**src/rtl/cache_pkg.sv**
```systemverilog
// Shared constants and FSM encoding for the cache backend read path.
package cache_pkg;

  localparam int unsigned TAGS_WIDTH_DEF = 48;
  localparam int unsigned CACHE_SIZE_DEF = 512;

  // Read-arbiter FSM encoding
  localparam logic [1:0] ST_IDLE    = 2'd0;
  localparam logic [1:0] ST_ISSUE   = 2'd1;
  localparam logic [1:0] ST_WAIT    = 2'd2;
  localparam logic [1:0] ST_DELIVER = 2'd3;

endpackage

```
**src/rtl/rr_arbiter.sv**
```systemverilog
// Combinational cyclic priority pick: first requester at or after ptr wins.
module rr_arbiter #(
  parameter int unsigned NUM_REQ = 4,
  parameter int unsigned IDX_W   = 2
) (
  input  logic [NUM_REQ-1:0] req,
  input  logic [IDX_W-1:0]   ptr,
  output logic [NUM_REQ-1:0] grant,
  output logic [IDX_W-1:0]   idx,
  output logic               any
);

  always_comb begin
    logic [IDX_W-1:0] j;
    grant = '0;
    idx   = '0;
    any   = 1'b0;
    j     = '0;
    for (int unsigned k = 0; k < NUM_REQ; k++) begin
      j = IDX_W'((32'(ptr) + k) % NUM_REQ);
      if (!any && req[j]) begin
        any      = 1'b1;
        grant[j] = 1'b1;
        idx      = j;
      end
    end
  end

endmodule

```
**src/rtl/backend_rd_arbiter.sv**
```systemverilog
// Round-robin arbiter funnelling per-way cache-line reads into a single
// backend stream, one transaction in flight, with a backend-silence timeout.
module backend_rd_arbiter
  import cache_pkg::*;
#(
  parameter int unsigned NUM_REQ        = 4,
  parameter int unsigned TAGS_WIDTH     = TAGS_WIDTH_DEF,
  parameter int unsigned CACHE_SIZE     = CACHE_SIZE_DEF,
  parameter int unsigned TIMEOUT_CYCLES = 1024
) (
  input  logic                          clk,
  input  logic                          rst,
  input  logic [NUM_REQ-1:0]            req_addr_tvalid,
  output logic [NUM_REQ-1:0]            req_addr_tready,
  input  logic [NUM_REQ*TAGS_WIDTH-1:0] req_addr_tdata,
  output logic [NUM_REQ-1:0]            rsp_data_tvalid,
  input  logic [NUM_REQ-1:0]            rsp_data_tready,
  output logic [CACHE_SIZE-1:0]         rsp_data_tdata,
  output logic                          rsp_err,
  output logic                          be_addr_tvalid,
  input  logic                          be_addr_tready,
  output logic [TAGS_WIDTH-1:0]         be_addr_tdata,
  input  logic                          be_data_tvalid,
  output logic                          be_data_tready,
  input  logic [CACHE_SIZE-1:0]         be_data_tdata,
  output logic                          busy,
  output logic [$clog2(NUM_REQ)-1:0]    grant_id
);

  localparam int unsigned IDX_W = $clog2(NUM_REQ);
  localparam int unsigned CNT_W = (TIMEOUT_CYCLES > 0) ? $clog2(TIMEOUT_CYCLES + 1) : 1;
  localparam logic [CNT_W-1:0] CNT_MAX  = CNT_W'(TIMEOUT_CYCLES);
  localparam logic [IDX_W-1:0] LAST_IDX = IDX_W'(NUM_REQ - 1);

  logic [1:0]            state, state_nxt;
  logic [IDX_W-1:0]      rr_ptr, rr_ptr_nxt;
  logic [CNT_W-1:0]      cnt, cnt_nxt;
  logic                  drain, drain_nxt;
  logic [IDX_W-1:0]      gid_nxt;
  logic [TAGS_WIDTH-1:0] tag_nxt, tag_sel;
  logic [CACHE_SIZE-1:0] line_nxt;
  logic                  err_nxt;
  logic [NUM_REQ-1:0]    rsp_vld_nxt;
  logic [NUM_REQ-1:0]    arb_grant;
  logic [IDX_W-1:0]      arb_idx;
  logic                  arb_any;

  rr_arbiter #(
    .NUM_REQ (NUM_REQ),
    .IDX_W   (IDX_W)
  ) u_rr_arbiter (
    .req   (req_addr_tvalid),
    .ptr   (rr_ptr),
    .grant (arb_grant),
    .idx   (arb_idx),
    .any   (arb_any)
  );

  // Tag of the winning requester, AND-OR mux over the one-hot grant
  always_comb begin
    tag_sel = '0;
    for (int unsigned i = 0; i < NUM_REQ; i++) begin
      if (arb_grant[i]) tag_sel = tag_sel | req_addr_tdata[i*TAGS_WIDTH +: TAGS_WIDTH];
    end
  end

  // Accept strobe must land in the same cycle as the pick, so it stays combinational
  assign req_addr_tready = (state == ST_IDLE && !rst) ? arb_grant : '0;

  // Next-state and next-output logic
  always_comb begin
    state_nxt  = state;
    rr_ptr_nxt = rr_ptr;
    cnt_nxt    = cnt;
    drain_nxt  = drain;
    gid_nxt    = grant_id;
    tag_nxt    = be_addr_tdata;
    line_nxt   = rsp_data_tdata;
    err_nxt    = rsp_err;

    // A beat seen while draining is the stale reply of a timed-out request
    if (drain && be_data_tvalid) drain_nxt = 1'b0;

    case (state)
      ST_IDLE: begin
        if (arb_any) begin
          state_nxt  = ST_ISSUE;
          gid_nxt    = arb_idx;
          tag_nxt    = tag_sel;
          rr_ptr_nxt = (arb_idx == LAST_IDX) ? '0 : arb_idx + IDX_W'(1);
        end
      end
      ST_ISSUE: begin
        if (be_addr_tready) begin
          state_nxt = ST_WAIT;
          cnt_nxt   = '0;
        end
      end
      ST_WAIT: begin
        if (be_data_tvalid && !drain) begin
          state_nxt = ST_DELIVER;
          line_nxt  = be_data_tdata;
          err_nxt   = 1'b0;
        end else if (TIMEOUT_CYCLES != 0 && cnt == CNT_MAX) begin
          state_nxt = ST_DELIVER;
          line_nxt  = '0;
          err_nxt   = 1'b1;
          drain_nxt = 1'b1;
        end else if (cnt != CNT_MAX) begin
          cnt_nxt = cnt + CNT_W'(1);
        end
      end
      ST_DELIVER: begin
        if (rsp_data_tready[grant_id]) state_nxt = ST_IDLE;
      end
      default: state_nxt = ST_IDLE;
    endcase

    rsp_vld_nxt = '0;
    if (state_nxt == ST_DELIVER) rsp_vld_nxt[gid_nxt] = 1'b1;
  end

  // State and registered outputs
  always_ff @(posedge clk or posedge rst) begin
    if (rst) begin
      state           <= ST_IDLE;
      rr_ptr          <= '0;
      cnt             <= '0;
      drain           <= 1'b0;
      grant_id        <= '0;
      be_addr_tdata   <= '0;
      rsp_data_tdata  <= '0;
      rsp_err         <= 1'b0;
      rsp_data_tvalid <= '0;
      be_addr_tvalid  <= 1'b0;
      be_data_tready  <= 1'b0;
      busy            <= 1'b0;
    end else begin
      state           <= state_nxt;
      rr_ptr          <= rr_ptr_nxt;
      cnt             <= cnt_nxt;
      drain           <= drain_nxt;
      grant_id        <= gid_nxt;
      be_addr_tdata   <= tag_nxt;
      rsp_data_tdata  <= line_nxt;
      rsp_err         <= err_nxt;
      rsp_data_tvalid <= rsp_vld_nxt;
      be_addr_tvalid  <= (state_nxt == ST_ISSUE);
      be_data_tready  <= (state_nxt == ST_WAIT) || drain_nxt;
      busy            <= (state_nxt != ST_IDLE);
    end
  end

endmodule

```
**config.mk**
```make
export PLATFORM = sky130hd
export DESIGN_NAME = backend_rd_arbiter
export DESIGN_NICKNAME = d
export VERILOG_FILES = /design/src/rtl/cache_pkg.sv /design/src/rtl/rr_arbiter.sv /design/src/rtl/backend_rd_arbiter.sv
export SDC_FILE = /design/constraint.sdc
export NUM_CORES = 1
export LEC_CHECK = 0
export ABC_CLOCK_PERIOD_IN_PS = 22700
export CAP_MARGIN = 5
export CORE_AREA = 2 2 505 507
export CTS_BUF_LIST = sky130_fd_sc_hd__clkbuf_16
export CTS_CLUSTER_SIZE = 20
export DETAILED_ROUTE_END_ITERATION = 6
export DIE_AREA = 0 0 507 509
export SLEW_MARGIN = 20
export SYNTH_ARGS = -nofsm -noshare
export SYNTH_HDL_FRONTEND = slang
export SYNTH_SLANG_ARGS = --single-unit
export TNS_END_PERCENT = 10
```
**constraint.sdc**
```tcl
create_clock -name clk -period 22.7 [get_ports clk]
set_input_delay 4.54 -clock clk [delete_from_list [all_inputs] [get_ports clk]]
set_output_delay 4.54 -clock clk [all_outputs]
set_load 0.05 [all_outputs]
```
# Yosys cells after proc, flatten, opt, wreduce, memory -nomap -nowiden
# Cells that the tools add are included.
word_totals:
  reg_bits: 586
  input_bits: 716
  out_inout_bits: 574
  elab_cells: 131
op_classes:
  n_addsub: 5
  magnitude_cmp: 11
  eq_ne: 13
  n_mux: 60
  bitwise: 6
  reduce_logical: 24
op_table:
  columns: ["op", "count"]
  rows:
  - ["two-way mux 512 bit", 2]
  - ["two-way mux 48 bit", 4]
  - ["bitwise OR 48 bit", 3]
  - ["two-way mux 11 bit", 4]
  - ["two-way mux 2 bit", 12]
  - ["two-way mux 4 bit", 6]
  - ["case mux 11 bit (2 select lines)", 1]
  - ["two-way mux 1 bit", 20]
  - ["less-than comparator 2 x 3 -> 1 bit, second input constant", 6]
  - ["bitwise OR 4 bit", 3]
  - ["adder 11 x 1 -> 11 bit, second input constant", 1]
  - ["equality test 11 bit, second input constant", 1]
  - ["logical AND 1 bit", 11]
  - ["inequality test 11 bit, second input constant", 1]
  - ["binary-select mux 1 bit (select 2 bit)", 5]
  - ["demux 1 bit (select 2 bit)", 5]
  - ["equality test 2 bit, second input constant", 5]
  - ["greater-or-equal comparator 2 x 1 -> 1 bit, second input constant", 5]
  - ["inequality test 2 bit, second input constant", 4]
  - ["case mux 2 bit (4 select lines)", 1]
  - ["nonzero test 2 bit", 3]
  - ["logical NOT 1 bit", 5]
  - ["AND reduction 5 bit", 1]
  - ["adder 2 x 1 -> 2 bit, second input constant", 2]
  - ["other kinds (5)", 8]

# Depth between registers and ports, before layout
# Gate-level depths: netlist of the first run.
logic_depth:
  depth_word: 19
  depth_mapped: 12

# By module
# Synthesis of the first run repeated with hierarchy kept, for this count alone.
hier_totals:
  hier_cells: 2095
  area_unflattened_um2: 23442.5
modules_own_cells:
  columns: ["mod", "n_inst", "cells_each", "area_per_inst_um2", "seq_area_each_um2"]
  rows:
  - ["backend_rd_arbiter", 1, 2050, 23023.3, 14664.1]
  - ["rr_arbiter", 1, 45, 419.2, 0.0]

# Worst setup path after synthesis of the first run
# No wires, ideal clock.
synth_timing:
  path_type: "input to output"
  start: "input rst"
  end: "output req_addr_tready[0]"
  t_arrival_ns: 19.213
  slack_ns: -1.053
  stages: 3
  n_path_buf: 0
  cell_sequence: "inv_1 -> nand2_1 -> nor2_1"
synth_via:
  elab_chain_cells: 3
synth_rtl:
  columns: ["element", "line_no", "text"]
  rows:
  - ["start: declaration", "backend_rd_arbiter.sv:12", "input logic rst,"]
  - ["logical NOT 1 bit (no source line)", null, null]
  - ["logical AND 1 bit", "backend_rd_arbiter.sv:68", "assign req_addr_tready = (state == ST_IDLE && !rst) ? arb_grant : '0;"]
  - ["two-way mux 4 bit", "backend_rd_arbiter.sv:68", null]
  - ["end: declaration", "backend_rd_arbiter.sv:14", "output logic [NUM_REQ-1:0] req_addr_tready,"]
# Every way passes these cells.

# Worst setup path in the final report of the first run
layout_timing:
  start: "input req_addr_tvalid[1]"
  end: "output req_addr_tready[1]"
layout_via:
  elab_chain_cells: 13
  word_cells_on_any_way: 25
  classes_between: "16 x mux; 3 x bitwise; 6 x reduce/logical"
layout_rtl:
  columns: ["element", "line_no", "text"]
  rows:
  - ["start: declaration", "backend_rd_arbiter.sv:13", "input logic [NUM_REQ-1:0] req_addr_tvalid,"]
  - ["binary-select mux 1 bit (select 2 bit)", "rr_arbiter.sv:21", "if (!any && req[j]) begin"]
  - ["two-way mux 1 bit (not written as such)", "rr_arbiter.sv:21", null]
  - ["two-way mux 1 bit", "rr_arbiter.sv:21", null]
  - ["logical NOT 1 bit", "rr_arbiter.sv:21", null]
  - ["logical AND 1 bit", "rr_arbiter.sv:21", null]
  - ["two-way mux 1 bit", "rr_arbiter.sv:21", null]
  - ["logical NOT 1 bit", "rr_arbiter.sv:21", null]
  - ["logical AND 1 bit", "rr_arbiter.sv:21", null]
  - ["two-way mux 1 bit", "rr_arbiter.sv:21", null]
  - ["logical NOT 1 bit", "rr_arbiter.sv:21", null]
  - ["logical AND 1 bit", "rr_arbiter.sv:21", null]
  - ["two-way mux 4 bit *", "rr_arbiter.sv:21", null]
  - ["two-way mux 4 bit *", "backend_rd_arbiter.sv:68", null]
# Mark *: on every way between the ends. The rest lies on a longest branch, timed or not. The select of a mux whose other input is x is not followed.

==> key figures, run 1 <==
Yosys
  • Flops & latches, synth: 586
  • Post-synthesis sequential area ratio: 57.9%
  • Number of synthesized flops with an enable pin: 0
  • Yosys warning count: 0
  • FFs w/ async S/R, synth: 100%
  • Most used DFF post-synth: dfrtp_1
  • Syn nets: 3593
  • Synth Instances: 2869
  • Synthesized area per cell: 8.83 um^2
  • Post-synthesis instance area: 25300 um^2
  • Post-synth cell types: 45

STA
  • Tcrit/Tclk final: 58.1%
  • Worst-margin pin slew: 1.07 ns
  • Period minus WS final: 13.20 ns
  • Slew Viols, Final: 0
  • Clock Skews: 0.0394 ns
  • Final hold slack: 0.462 ns
  • Slew headroom: 28.4%
  • Final setup viols: 0
  • Setup repair after global routing missed its margin: false
  • F_max: 0.0758 GHz
  • Sum Neg Setup Slack: 0 ns
  • Final hold violations: 0

Power
  • Power Density: 181 nW/um^2
  • P_leak: 18.0 nW
  • Peak supply drop: 0.103 mV

Clocking
  • Post-CTS Repair Setup Buffers: 0
  • Post-cts repair resize count: 0
  • Clock slew at reported path FFs: 0.05 ns
  • Clock Sinks: 586
  • CTS root buf: clkbuf_16
  • Num CTS Buffers: 83
  • Hold-fix buffers, CTS: 0
  • TritonCTS clock tree: built
  • H-tree Lvls: 3
  • Clk buf depth: 3
  • Clk Latency, worst-skew pair: 0.73 ns

Routing
  • DRC viols: 89
  • Drt first pass iters: 7
  • Drt wl/cell: 30.8 um
  • Final wirelength: 232000 um
  • Via count: 28466
  • Initial DRC Count: 3399
  • Vias/cell: 3.77
  • Antenna Nets Post-Route: 0

Final layout
  • Layout cell share with drive strength beyond 1: 4.65%
  • Area Growth Syn to Fin: 77.6%
  • Layout Nets: 4767

Critical path
  • CP top delay family: buffers and inverters
  • Crit path kind: in2out
  • Crit path required time: 18.16 ns
  • Critical Path Sink Type: output port
  • Max incr delay on CP: 0.91 ns
  • Crit-path slowest cell: a32oi_4
  • Crit path max fanout: 28
  • Most frequent CP cell: clkdlybuf4s50_1
  • Crit path cell chain: clkdlybuf4s50_1 > mux2i_1 > mux2_2 > o211ai_1 > a32oi_4 > buf_4 > a21oi_1 > nor2_1 > clkdlybuf4s50_1
  • WP data arrival: 8.66 ns
  • CP Buf/Inv Count: 3
  • CP startpoint kind: primary input

Worst hold path
  • Hold crit path type: reg2reg

Global routing
  • Vias in the first global route: 27663
  • First-pass GRT wire length: 292000 um
  • Total global routing overflow: 0
  • Initial antenna violation count: 198
  • Tot GR Track Use: 17.3%
  • Largest net degree at the start of global routing: 184

Floorplan
  • Die W: 507 um
  • Rows: 185
  • Initial Utilization: 10.0%
  • Io pins: 1290
  • Core box area: 253000 um^2
  • Die H: 509 um
  • Die Footprint: 258000 um^2

Placed design
  • Post-detail-place hpwl: 194000 um
  • Port bufs: 1289
  • RD Place Congestion: 0.923

Outcome
  • Violated checks: DRC
  • Run status: finished with violations

Flow run
  • Max Cap Viol: 0
==> area by class of cell <==
cell class,instances,area [um^2]
clock buffer,84,2100
fill,28098,208000
sequential,586,14700
clock inverter,69,744
inverter,13,52.6
timing repair buffer,1328,13200
multi-input combinational,2031,9830
antenna,68,170
tap,3366,4210
==> cell families (layout without fill, tap and decap cells) <==
group,count (synthesis),in the layout,synth area share (%)
flops,586,586,57.9
buf+inv,252,1494,3.91
fa+ha+maj,9,9,0.434
other cells,0,68,0
simple gates,1305,1305,20.2
mux,14,14,0.760
compound gates,693,693,16.5
xor+xnor,10,10,0.346
==> worst paths after layout <==
path | end | slack [ns] | startpoint | cells after the start
max in group asynchronous | rsp_data_tdata[256] | 15.78 | rst | 5
min | rsp_data_tdata[280] | 0.46 | rsp_data_tdata[280] | 2
min in group asynchronous | rsp_data_tdata[476] | 4.75 | rst | 3
max | req_addr_tready[1] | 9.50 | req_addr_tvalid[1] | 9
min reg2reg | rsp_data_tdata[280] | 0.46 | rsp_data_tdata[280] | 2
max reg2reg | rsp_data_tdata[212] | 17.46 | state[0] | 9
==> flip-flops by register name, summed over array words and instances (netlist names), named ones only <==
name	flops
grant_id	2
busy	1
be_addr_tvalid	1
be_addr_tdata	48
drain	1
cnt	11
rr_ptr	1
rsp_data_tdata	512
rsp_data_tvalid	4
state	2
rsp_err	1
be_data_tready	1
==> worst reg2reg max path, stage by stage, from the launching register on <==
cell	delay [ns]
dfrtp_1	0.50
inv_1	0.19
nand2_1	0.19
nor2_4	0.59
buf_4	0.71
buf_12	0.59
buf_4	1.04
buf_4	0.96
nand2_1	0.22
o21ai_0	0.14
==> power breakdown <==
part           switching (mW)  internal (mW)  leakage (nW)
sequential              0.320           1.53          7.25
clock                   0.579          0.836          1.42
combinational            3.56           1.30          9.29
total                    4.46           3.66          18.0
==> metal layers <==
metal  wire length, um  track usage (%)  part of all wire (%)  vias up
li1                  -                -                     -    12155
met1             87300             19.4                    38    13742
met2             95000             24.8                    41     1983
met3             40000             12.7                    17      530
met4              9650             6.22                   4.2       56
met5               377                0                  0.16        -
==> metrics by stage <==
stage | setup slack (ns) | utilization, % | instance area (um^2) | total power, mW | instances
finish | 9.50 | 17.8 | 45000 | 8.12 | 7545
global route | 9.43 | 17.8 | 44900 | 8.54 | 7517
CTS | 9.68 | 17.7 | 44800 | 8.21 | 7477
detailed placement | 9.71 | 16.6 | 42000 | 6.73 | 7324
global placement | 9.79 | 16.6 | 42000 | 6.68 | 7324
floorplan | 3.90 | - | 25300 | 4.44 | 2869
==> placed cells by master, fill, tap and decap left out, types with 4 or more instances in the layout <==
master,n
clkdlybuf4s50_1,1288
buf_4,37
mux4_2,4
o21ai_0,422
clkinv_4,4
clkinvlp_4,6
nor2_1,75
inv_6,6
a31oi_1,6
xor2_1,6
a221oi_1,45
bufinv_16,14
clkbuf_16,84
a21oi_1,60
mux2i_1,8
a22oi_1,95
nand3_1,111
nor2b_1,5
nand2_1,1085
a222oi_1,49
dfrtp_1,586
xnor2_1,4
nor3_1,4
inv_1,23
ha_2,4
diode_2,68
clkinv_1,16
ha_1,4
clkinv_2,10
==> cells in the mapped netlist, drive strengths merged (13+ instances only) <==
| library cell | instances | area (um^2) |
|---|---|---|
| nand2 | 1086 | 4080 |
| dfrtp | 586 | 14700 |
| o21ai | 422 | 2110 |
| clkbuf | 207 | 777 |
| nand3 | 112 | 561 |
| a22oi | 95 | 713 |
| nor2 | 78 | 293 |
| a21oi | 62 | 314 |
| a222oi | 49 | 490 |
| a221oi | 45 | 394 |
| buf | 32 | 164 |
| inv | 13 | 48.8 |
Note: power is estimated with default switching activity, not from simulation.
==> inputs of run 2 (changes only) <==
--- a/config.mk
+++ b/config.mk
@@ -5,7 +5,7 @@
 export SDC_FILE = /design/constraint.sdc
 export NUM_CORES = 1
 export LEC_CHECK = 0
-export ABC_CLOCK_PERIOD_IN_PS = 22700
+export ABC_CLOCK_PERIOD_IN_PS = 11400
 export CAP_MARGIN = 5
 export CORE_AREA = 2 2 505 507
 export CTS_BUF_LIST = sky130_fd_sc_hd__clkbuf_16
==> constraint.sdc (replaced) <==
create_clock -name clk -period 11.4 [get_ports clk]
set_input_delay 2.28 -clock clk [delete_from_list [all_inputs] [get_ports clk]]
set_output_delay 2.28 -clock clk [all_outputs]
set_load 0.05 [all_outputs]
==> key figures, run 2 (synthesis gave the netlist of run 1 again) <==
Power
  • Peak supply drop: 0.171 mV (was 0.103 mV)
  • Share of power burned in registers: 23.3% (was 22.8%)
  • Total power: 16.0 mW (was 8.12 mW)
  • Clock share of power: 15.8% (was 17.4%)
  • Comb pwr share: 60.9% (was 59.8%)
  • Power Density: 358 nW/um^2 (was 181 nW/um^2)
  • Power Internal: 7.00 mW (was 3.66 mW)
  • P_leak: 17.8 nW (was 18.0 nW)
  • Psw: 9.00 mW (was 4.46 mW)
  • Switching Share: 56.2% (was 54.9%)

Placed design
  • Port bufs: 1289 (unchanged)
  • Dpl cell area: 42000 um^2 (about the same)
  • RD Place Congestion: 1.01 (was 0.923)
  • Placed Cells: 7324 (unchanged)
  • Post-detail-place hpwl: 194000 um (about the same)
  • Pre-CTS WS: 3.29 ns (was 9.71 ns)

Final layout
  • Max reg flops: 512 (unchanged)
  • Core Util, Final: 17.7% (was 17.8%)
  • Reg with most FFs: rsp_data_tdata (unchanged)
  • Layout Nets: 4764 (was 4767)
  • Area Growth Syn to Fin: 76.4% (was 77.6%)
  • Most frequent cells in the layout: 1289 x clkdlybuf4s50_1, 1085 x nand2_1, 586 x dfrtp_1 (was 1288 x clkdlybuf4s50_1, 1085 x nand2_1, 586 x dfrtp_1)
  • Design area: 44700 um^2 (was 45000 um^2)
  • Commonest non-fill, non-tap cell in the layout: clkdlybuf4s50_1 (unchanged)
  • Layout cell share with drive strength beyond 1: 4.55% (was 4.65%)
  • Non-filler cells in the finished layout: 7526 (was 7545)
  • Largest registers: rsp_data_tdata x512, be_addr_tdata x48, cnt x11 (unchanged)

Floorplan
  • Io pins: 1290 (unchanged)
  • Core box area: 253000 um^2 (unchanged)
  • Die W: 507 um (unchanged)
  • Die Footprint: 258000 um^2 (unchanged)
  • Die H: 509 um (unchanged)
  • Rows: 185 (unchanged)
  • Initial Utilization: 10.0% (unchanged)

Critical path
  • Crit path kind: in2out (unchanged)
  • Critical Path Sink Type: output port (unchanged)
  • FF-to-FF End: rsp_data_tvalid[2] (was rsp_data_tdata[212])
  • Crit path max fanout: 48 (was 28)
  • Reg2Reg Setup Slack: 6.65 ns (was 17.46 ns)
  • Crit path required time: 9.12 ns (was 18.16 ns)
  • Max incr delay on CP: 0.88 ns (was 0.91 ns)
  • Crit path cell chain: clkdlybuf4s50_1 > mux4_2 > or3b_1 > a21oi_4 > buf_4 > a21oi_1 > nor2_1 > clkdlybuf4s50_1 (was clkdlybuf4s50_1 > mux2i_1 > mux2_2 > o211ai_1 > a32oi_4 > buf_4 > a21oi_1 > nor2_1 > clkdlybuf4s50_1)
  • CP startpoint kind: primary input (unchanged)
  • WP data arrival: 5.89 ns (was 8.66 ns)
  • FF-to-FF path depth: 8 (was 9)
  • Most frequent CP cell: clkdlybuf4s50_1 (unchanged)
  • Crit-path slowest cell: clkdlybuf4s50_1 (was a32oi_4)

Routing
  • Antenna Nets Post-Route: 0 (unchanged)
  • Initial DRC Count: 2820 (was 3399)
  • Drt first pass iters: 7 (unchanged)
  • Final wirelength: 231000 um (was 232000 um)
  • Drt wl/cell: 30.7 um (was 30.8 um)
  • DRC viols: 25 (was 89)
  • Vias/cell: 3.76 (was 3.77)
  • Via count: 28329 (was 28466)

Clocking
  • Post-CTS Repair Setup Buffers: 0 (unchanged)
  • Post-cts repair resize count: 0 (unchanged)
  • CTS root buf: clkbuf_16 (unchanged)
  • Clock slew at reported path FFs: 0.06 ns (was 0.05 ns)
  • Num CTS Buffers: 80 (was 83)
  • Clk Latency, worst-skew pair: 0.73 ns (about the same)
  • Hold-fix buffers, CTS: 0 (unchanged)
  • Clk buf depth: 3 (unchanged)
  • H-tree Lvls: 3 (unchanged)
  • Clock Sinks: 586 (unchanged)
  • TritonCTS clock tree: built (unchanged)

Outcome
  • Violated checks: DRC (unchanged)
  • Run status: finished with violations (unchanged)

STA
  • Slew headroom: 29.6% (was 28.4%)
  • Tcrit/Tclk final: 71.7%
  • Setup repair after global routing missed its margin: false (unchanged)
  • F_max: 0.122 GHz
  • Worst-margin pin slew: 1.06 ns (was 1.07 ns)
  • Slew Viols, Final: 0 (unchanged)
  • Final setup viols: 0 (unchanged)
  • Period minus WS final: 8.17 ns
  • Final hold slack: 0.467 ns (was 0.462 ns)
  • Sum Neg Setup Slack: 0 ns (unchanged)
  • Clock Skews: 0.0367 ns (was 0.0394 ns)
  • Final hold violations: 0 (unchanged)
  • Worst setup margin: 3.23 ns (was 9.50 ns)

Global routing
  • Vias in the first global route: 28477 (was 27663)
  • Largest net degree at the start of global routing: 172 (was 184)
  • Tot GR Track Use: 17.2% (was 17.3%)
  • First-pass GRT wire length: 291000 um (was 292000 um)
  • Initial antenna violation count: 200 (was 198)
  • Total global routing overflow: 0 (unchanged)

Worst hold path
  • End point of the worst hold path: rsp_data_tdata[47] (was rsp_data_tdata[280])
  • Hold Path Stages: 2 (unchanged)
  • Hold crit path type: reg2reg (unchanged)
  • Worst hold start: rsp_data_tdata[47] (was rsp_data_tdata[280])

Flow run
  • Max Cap Viol: 0 (unchanged)
-- run 2: changes by cell type in the layout (fill, tap and decap cells not counted), sizes merged --
cell / previous run / this run
buf: 40 / 39
diode: 68 / 54
clkinv: 31 / 39
clkdlybuf4s50: 1288 / 1289
clkinvlp: 6 / 8
clkbuf: 84 / 80
bufinv: 14 / 3
-- run 2: power by group through the flow --
stage               sequential [mW]  clock (mW)  combinational, mW
floorplan                      6.82           0               2.02
global placement               3.69           0               9.72
detailed placement             3.73           0               9.77
CTS                            3.72        2.63               9.81
global route                   3.84        2.69               10.3
finish                         3.72        2.53               9.75
-- run 2: routing by layer --
layer / track usage, % / up-vias / share of wire [%]
met5: 0 / - / 0.13
met2: 25.7 / 1930 / 42
met1: 18.8 / 13719 / 37
li1: - / 12110 / -
met4: 7.24 / 46 / 4.6
met3: 11.4 / 524 / 16
-- run 2: worst max-delay path: cells and delay by family --
family                 cells  cell delay, ns
AND/OR/NAND/NOR            2            0.55
AO/OA/AOI/OAI              2            0.24
buffers and inverters      3            2.12
multiplexers               1            0.62
-- run 2: area by class of cell --
cell class	instances	area (um^2)
diodes	54	135
clock buffers	80	2000
clock inverters	68	582
fillers	28116	208000
inverters	13	52.6
multi-input cells	2031	9850
flip-flops and latches	586	14700
well taps	3366	4210
repair buffers	1328	13200
-- run 2: worst max path at each step --
stage                        from                  to
2_1_floorplan                 rst  req_addr_tready[0]
3_3_place_gp   req_addr_tvalid[2]  req_addr_tready[3]
3_5_place_dp   req_addr_tvalid[2]  req_addr_tready[3]
4_1_cts        req_addr_tvalid[2]  req_addr_tready[3]
5_1_grt        req_addr_tvalid[1]  req_addr_tready[3]
6_report       req_addr_tvalid[2]  req_addr_tready[3]
==> variant: new RTL, flow settings as in run 1 <==
Set the package constant `TAGS_WIDTH_DEF` to 44 (it was 48).
--- a/src/rtl/cache_pkg.sv
+++ b/src/rtl/cache_pkg.sv
@@ -1,7 +1,7 @@
 // Shared constants and FSM encoding for the cache backend read path.
 package cache_pkg;
 
-  localparam int unsigned TAGS_WIDTH_DEF = 48;
+  localparam int unsigned TAGS_WIDTH_DEF = 44;
   localparam int unsigned CACHE_SIZE_DEF = 512;
 
   // Read-arbiter FSM encoding
Ports: changed (resized be_addr_tdata and req_addr_tdata); port bits go from 1290 to 1270. The function was not compared with the original's and may differ.
==> variant against run 1 <==
The run still ends with design-rule violations left; cell area down 3.4%; synthesized area down 4.4%; worst setup slack better by 0.43 ns; power down 1.1%; sequential cell count down 4; via count down 12%; wire length down 6.6%; die area unchanged; count of clock-buffer cells in the layout down 4; worst hold slack better by 0.0014 ns.
==> variant: results (changes against run 1) <==
[global_route]
grt_usage=0.161  ; was 0.173
grt_pass1_vias=25100  ; was 27700
grt_max_degree=171  ; was 184
antenna_found_initial=221  ; was 198
grt_pass1_wl_um=272000  ; was 292000 um

[timing]
fin_skew_ns=0.0345  ; was 0.0394 ns
hold_ws_ns=0.463  ; was 0.462 ns
slew_headroom=0.286  ; was 0.284

[worst_setup_path]
cp_max_fo=45  ; was 28
r2r-start=cnt[0]  ; was state[0]
r2r_slack_ns=17.82  ; was 17.46 ns
ff2ff_path_depth=10  ; was 9
cp-startpoint=req_addr_tvalid[0]  ; was req_addr_tvalid[1]
r2r-end=rsp_data_tdata[379]  ; was rsp_data_tdata[212]
cp.arrival_ns=8.22  ; was 8.66 ns

[synth]
syn_nets=2749  ; was 3593
netlist-cell-type-count=65  ; was 45
yosys-top-cells-area=dfrtp_1, a22o_1, nand3_1  ; was dfrtp_1, nand2_1, o21ai_0
syn_avg_cell_area_um2=11.9  ; was 8.83 um2
ys_top_cells_by_count=dfrtp_1, a22o_1, nand3_1  ; was nand2_1, dfrtp_1, o21ai_0
yosysSeqAreaShare=0.601  ; was 0.579

[cells_and_area]
final_cells=6712  ; was 7545
nets=3939  ; was 4767
drive_gt1_frac=0.0619  ; was 0.0465
reg.largest.list=rsp_data_tdata: 512 flops, be_addr_tdata: 44 flops, cnt: 11 flops  ; was rsp_data_tdata: 512 flops, be_addr_tdata: 48 flops, cnt: 11 flops
fillers=27900  ; was 28100

[status]
status=finished with violations  ; unchanged
violations=design-rule violations  ; unchanged

[placement]
post-place-cells=6515  ; was 7324
gp_congestion=0.887  ; was 0.923
dp_hpwl_um=180000  ; was 194000 um
portBuffers=1269  ; was 1289

[clock_tree]
htreeDepth=3  ; unchanged
cts_made_buffers=80  ; was 83
clock-root-buffer=clkbuf_16  ; unchanged
clock_latency_ns=0.75  ; was 0.73 ns

[drt]
viasPerCell=3.74  ; was 3.77
drc=1  ; was 89
drt_pass1_iterations=7  ; unchanged
wl_per_cell_um=32.3  ; was 30.8 um
drt_iter0_drc=2027  ; was 3399

[power_and_ir_drop]
power_switching_w=0.00432  ; was 0.00446 W
p_leak_nw=17.5  ; was 18.0 nW
irDropWorstVdd_mv=0.114  ; was 0.103 mV

[hold_path]
hold_start=rsp_data_tdata[459]  ; was rsp_data_tdata[280]
whs_endpoint=rsp_data_tdata[459]  ; was rsp_data_tdata[280]

variant: routing by layer:
metal	up-vias	global-route usage	wire length [um]
li1	10300	-	-
met1	12400	0.173	78300
met2	1761	0.238	92000
met3	580	0.120	36900
met4	98	0.0660	8970
met5	-	0.00667	892
variant: cell families after synthesis:
logic type                 count (synthesis)  synth area share
buffers and inverters                    218            0.0404
DFF                                      582             0.601
and+or+nand+nor                          504            0.0965
AOI/OAI and AO/OA                        709             0.248
adders and majority gates                  9           0.00455
xor gates and xnor gates                   8           0.00289
muxes                                     11           0.00640
variant: area by class of cell:
type                    count  area, um2  share of cell area
inverters                  10       41.3            0.000950
flip-flops and latches    582      14600               0.335
clock buffers              80       2000              0.0460
diodes                     50        125             0.00288
multi-input cells        1241       8760               0.201
repair buffers           1316      13100               0.301
well taps                3366       4210              0.0968
clock inverters            67        699              0.0161
variant: worst max path at each step:
stage                    endpoint  cells after the start
2_1_floorplan  req_addr_tready[0]                      3
3_3_place_gp   req_addr_tready[2]                      8
3_5_place_dp   req_addr_tready[1]                      8
4_1_cts        req_addr_tready[1]                      8
5_1_grt        req_addr_tready[2]                      8
6_report       req_addr_tready[1]                      8
variant: per-stage QoR:
step / area (um2) / util / worst slack (ns)
after floorplan: 24200 / - / 3.96
after global placement: 40700 / 0.161 / 9.97
after detailed placement: 40700 / 0.161 / 10.04
after CTS: 43400 / 0.172 / 10.01
after global routing: 43400 / 0.172 / 9.85
final: 43500 / 0.172 / 9.94
variant: power groups by stage:
stage	sequential (W)	clock (W)	combinational, W
after CTS	0.00185	0.00138	0.00488
after detailed placement	0.00186	0	0.00486
final	0.00186	0.00133	0.00485
after global placement	0.00185	0	0.00485
after floorplan	0.00340	0	0.00114
after global routing	0.00191	0.00141	0.00508
variant: worst max-delay path, stage by stage:
cell and delay [ns]:
clkdlybuf4s50_1 0.80, mux4_2 0.63, a31oi_4 0.08, o211ai_4 0.16
buf_4 0.53, a22oi_1 0.23, nor2_1 0.31, clkdlybuf4s50_1 0.88
